## src/rtl/lvds_frame_aligner.sv

```systemverilog
// Frame aligner behind the LVDS receiver: hunts for the sync word at either bit phase,
// then slices the 2-bit stream into 16-bit words grouped in fixed-length frames.
//
// state  | meaning
// HUNT   | searching both bit phases for SYNC_WORD, no words emitted
// LOCKED | slicing words every 8 cycles, checking sync at each frame start
module lvds_frame_aligner #(
    parameter logic [15:0] SYNC_WORD   = 16'hA5C3,
    parameter int unsigned FRAME_WORDS = 4,
    parameter int unsigned MISS_LIMIT  = 2
) (
    input  logic        clk_clk,
    input  logic        reset_reset,
    input  logic [1:0]  rx_data,
    input  logic        clear_err,
    output logic [15:0] word_data,
    output logic        word_valid,
    output logic        frame_start,
    output logic        locked,
    output logic        phase,
    output logic [7:0]  sync_err_count
);

    typedef enum logic {HUNT, LOCKED} state_t;

    localparam logic [7:0] LAST_WI  = 8'(FRAME_WORDS);
    localparam logic [3:0] MISS_LIM = 4'(MISS_LIMIT);

    state_t      state, state_nxt;
    // Both windows only reach back 17 bits including the current pair, so 15 stored bits suffice.
    logic [14:0] sr;
    logic [16:0] sr_nxt;
    logic [15:0] win_even, win_odd, win_sel;
    logic [2:0]  pc, pc_nxt;
    logic [7:0]  wi, wi_nxt, slot;
    logic [3:0]  miss_cnt, miss_nxt, miss_inc;
    logic        phase_nxt, word_valid_nxt, frame_start_nxt;
    logic [15:0] word_data_nxt;
    logic [7:0]  err_nxt;

    always_ff @(posedge clk_clk) begin
        if (reset_reset) begin
            state          <= HUNT;
            sr             <= '0;
            pc             <= '0;
            wi             <= '0;
            miss_cnt       <= '0;
            phase          <= 1'b0;
            word_valid     <= 1'b0;
            frame_start    <= 1'b0;
            word_data      <= '0;
            sync_err_count <= '0;
        end else begin
            state          <= state_nxt;
            sr             <= sr_nxt[14:0];
            pc             <= pc_nxt;
            wi             <= wi_nxt;
            miss_cnt       <= miss_nxt;
            phase          <= phase_nxt;
            word_valid     <= word_valid_nxt;
            frame_start    <= frame_start_nxt;
            word_data      <= word_data_nxt;
            sync_err_count <= err_nxt;
        end
    end

    assign locked = (state == LOCKED);

    always_comb begin
        sr_nxt          = {sr, rx_data};
        win_even        = sr_nxt[15:0];
        win_odd         = sr_nxt[16:1];
        win_sel         = phase ? win_odd : win_even;
        // wi holds the slot completed last; slot is the one completing now.
        slot            = (wi == LAST_WI) ? 8'd0 : wi + 8'd1;
        miss_inc        = miss_cnt + 4'd1;

        state_nxt       = state;
        pc_nxt          = pc;
        wi_nxt          = wi;
        miss_nxt        = miss_cnt;
        phase_nxt       = phase;
        word_valid_nxt  = 1'b0;
        frame_start_nxt = 1'b0;
        word_data_nxt   = word_data;
        err_nxt         = sync_err_count;

        case (state)
            HUNT: begin
                if (win_even == SYNC_WORD || win_odd == SYNC_WORD) begin
                    phase_nxt = (win_even != SYNC_WORD);
                    pc_nxt    = '0;
                    wi_nxt    = '0;
                    miss_nxt  = '0;
                    state_nxt = LOCKED;
                end
            end
            LOCKED: begin
                pc_nxt = pc + 3'd1;
                if (pc == 3'd7) begin
                    wi_nxt = slot;
                    if (slot == 8'd0) begin
                        if (win_sel == SYNC_WORD) begin
                            miss_nxt = '0;
                        end else begin
                            miss_nxt = miss_inc;
                            if (sync_err_count != 8'hFF) err_nxt = sync_err_count + 8'd1;
                            if (miss_inc == MISS_LIM) state_nxt = HUNT;
                        end
                    end else begin
                        word_valid_nxt  = 1'b1;
                        frame_start_nxt = (slot == 8'd1);
                        word_data_nxt   = win_sel;
                    end
                end
            end
            default: state_nxt = HUNT;
        endcase

        if (clear_err) err_nxt = '0;
    end

endmodule

```

## config.mk

```make
export PLATFORM = sky130hd
export DESIGN_NAME = lvds_frame_aligner
export DESIGN_NICKNAME = d
export VERILOG_FILES = /design/src/rtl/lvds_frame_aligner.sv
export SDC_FILE = /design/constraint.sdc
export NUM_CORES = 1
export LEC_CHECK = 0
export ABC_AREA = 1
export CAP_MARGIN = 20
export CORE_ASPECT_RATIO = 1.25
export CORE_UTILIZATION = 35
export CTS_BUF_LIST = sky130_fd_sc_hd__clkbuf_4
export DETAILED_ROUTE_END_ITERATION = 10
export PLACE_DENSITY_LB_ADDON = 0.08
export SETUP_SLACK_MARGIN = 0.3
export SLEW_MARGIN = 30
export SYNTH_ARGS = -nofsm -noshare
export SYNTH_HDL_FRONTEND = slang
export SYNTH_SLANG_ARGS = --single-unit
```

## constraint.sdc

```tcl
create_clock -name clk_clk -period 2.7 [get_ports clk_clk]
set_input_delay 0.675 -clock clk_clk [delete_from_list [all_inputs] [get_ports clk_clk]]
set_output_delay 0.675 -clock clk_clk [all_outputs]
set_load 0.05 [all_outputs]
```

==> reports/results.tsv <==
stage	metric	value	unit
outcome	status	finished clean	
yosys	post-synthesis cell type count	31	
sta	Final Max Tran Viols	0	
worst_setup_path	Worst setup EP type	primary output	
worst_setup_path	critical path class	reg -> out	
yosys	top cell type's share of synthesized area	0.384	
yosys	synth top area cells	dfxtp_1, nand2_1, nand3_1, a21oi_1, nor2_1	
floorplan	core footprint	8290	µm²
clocking	Post-CTS Setup Inserts	0	
worst_setup_path	R2R Path Start	wi[0]	
floorplan	die area	9020	µm²
yosys	synthesized area per cell	6.63	µm²
clocking	clk slew on worst S/H paths	100	ps
worst_setup_path	Reg2Reg Depth	11	
floorplan	chip width	85.2	µm
yosys	Syn Std Cell Area	3030	µm²
yosys	register area share after synthesis	0.384	
clocking	H-Tree Depth	3	
clocking	TritonCTS clock tree	yes	
worst_setup_path	critical path, cell by cell	clkdlybuf4s50_1	
drt	Starting DRT DRC Count	117	
place	placed cell count	572	
sta	clock skew	16.5	ps
place	DPL Wire Length	5720	µm
place	pre-CTS setup slack	261	ps
place	routability cong.	0.859	
worst_setup_path	startpoint types	flip-flop	
drt	drt drc	0	
sta	RSZ-0062 raised after global routing	no	
place	Port Buffers	32	
worst_setup_path	Crit path arrival time	1640	ps
layout	layout cell share with drive strength beyond 1	0.0716	
global_route	pin count of the biggest net entering global routing	42	
global_route	first-pass GRT wire length	13300	µm
sta	worst hold slack	464	ps
layout	P&R area growth vs syn	16.7	%
floorplan	row count	37	
power	Overall Power	1500	µW
yosys	Synthesis Warnings	0	
worst_setup_path	crit path launch	sync_err_count[7]	
power	PD cells	424	nW/µm²
floorplan	height of the die	106	µm
power	Leakage Power	0.00148	µW
yosys	Seq cells post-synth	58	
worst_setup_path	Worst EP required	2030	ps
worst_hold_path	Worst Hold Depth	2	
global_route	gr usage total	0.190	
clocking	latest clock arrival within the worst-skew pair	420	ps
drt	First-pass DRT Iterations	5	
drt	Wirelength per Cell	13.3	µm
sta	worst relative slew slack	0.648	
sta	Setup TNS	0	ps
clocking	CTS root buf	clkbuf_4	
worst_setup_path	Slowest cell on crit path	clkdlybuf4s50_1	
worst_setup_path	largest stage delay on the critical path	820	ps
layout	Final Non-Filler Cells	586	
worst_setup_path	crit-path max FO	4	
worst_setup_path	delay-heaviest family, CP	buffers and inverters	
sta	final setup fails	0	
sta	final hold violation count	0	
clocking	CTS buffer count	9	
global_route	initial antenna violation count	0	
sta	worst slew pin tran	526	ps
power	Peak VDD IR	0.187	mV
worst_setup_path	cell depth of the worst setup path	1	
floorplan	Initial Util	0.365	
yosys	Post-Syn Nets	468	
drt	post-route ant nets	0	
layout	number of diodes	0	
global_route	remaining global-route overflow	0	
floorplan	Ports	33	
job	Max Cap Viol	0	
drt	drt total wl	7810	µm
drt	via count	2888	
yosys	Post-Syn Instances	456	
sta	fin worst setup slack	384	ps
drt	DR vias/cell	4.93	
worst_hold_path	hold path start	word_data[2]	
sta	final worst-path cycle share	0.858	
global_route	vias in the first global route	2754	
layout	# nets final	498	
worst_hold_path	Hold Path Class	reg -> reg	
sta	Period minus WS final	2320	ps
worst_setup_path	CP Buf/Inv Count	1	
clocking	Clock Path Buffers	2	
clocking	clock sink count	58	
sta	Fmax	0.432	GHz
yosys	cell accounting for the most synthesized area	dfxtp_1	
## final cells by class
class | instances | area (µm²)
tap | 97 | 121
clock inverter | 5 | 47.5
timing repair buffer | 37 | 377
sequential | 58 | 1160
fill | 898 | 4760
multi-input combinational | 338 | 1600
clock buffer | 9 | 67.6
inverter | 42 | 158
## tightest hold or removal path, cell delays in order (launching register included)
cell,delay (ps)
dfxtp_1,310
nand2_1,60
a21oi_1,50
## Yosys cell counts, drive strengths merged
library cell	number
a21oi	40
a31oi	1
buf	12
clkbuf	6
dfxtp	58
ha	7
inv	42
nand2	150
nand3	52
nand3b	1
nand4	4
nor2	55
nor3	6
nor3b	1
nor4	2
o21ai	9
o21bai	2
xnor2	2
xor2	6
## repair_timing
item / CTS / global route
hold buffers: 0 / 0
endpoints found under the setup margin: 1 / 4
resized for setup: 1 / 4
## stage by stage
step                 util  area (µm²)
floorplan               -        3030
global placement    0.411        3410
detailed placement  0.411        3410
CTS                 0.425        3520
global route        0.426        3530
finish              0.426        3530
## layer usage
metal	global-route usage	wire [µm]	vias to the layer above
li1	-	-	1510
met1	0.227	3530	1296
met2	0.323	3760	61
met3	0.0388	303	21
met4	0.0920	215	0
met5	0	0	-
## cell families (layout without fill, tap and decap cells)
kind of cell    Yosys count  count (layout)  synth area share
fa+ha+maj                 7               7            0.0289
compound gates           52              52            0.0893
buf+inv                  60              93            0.0881
flops                    58              58             0.384
xor+xnor                  8               8            0.0232
simple gates            271             271             0.387
## cell usage in the layout (no fill, tap or decap), types with 7 or more instances in the layout
master,count
clkdlybuf4s50_1,26
nand2_1,146
ha_1,7
nor2_1,50
nand3_1,50
clkbuf_4,9
inv_1,37
dfxtp_1,58
a21oi_1,40
## report_power, final
part | switching [µW] | internal [µW]
Combinational | 34.9 | 16.6
Sequential | 5.04 | 859
Clock | 318 | 263
Total | 358 | 1140
## path summary, 6_finish.rpt
kind | end | slack, ps
hold reg to reg | word_data[2] | 460
setup / recovery | sync_err_count[7] | 380
setup reg to reg | sync_err_count[7] | 590
hold / removal | word_data[2] | 460
## registers in the layout, summed over array words and instances, names as in the netlist
name            cells
frame_start         1
sr                 15
word_data          16
word_valid          1
wi                  8
locked              1
sync_err_count      8
miss_cnt            4
phase               1
pc                  3
Note: power is estimated with default switching activity, not from simulation.
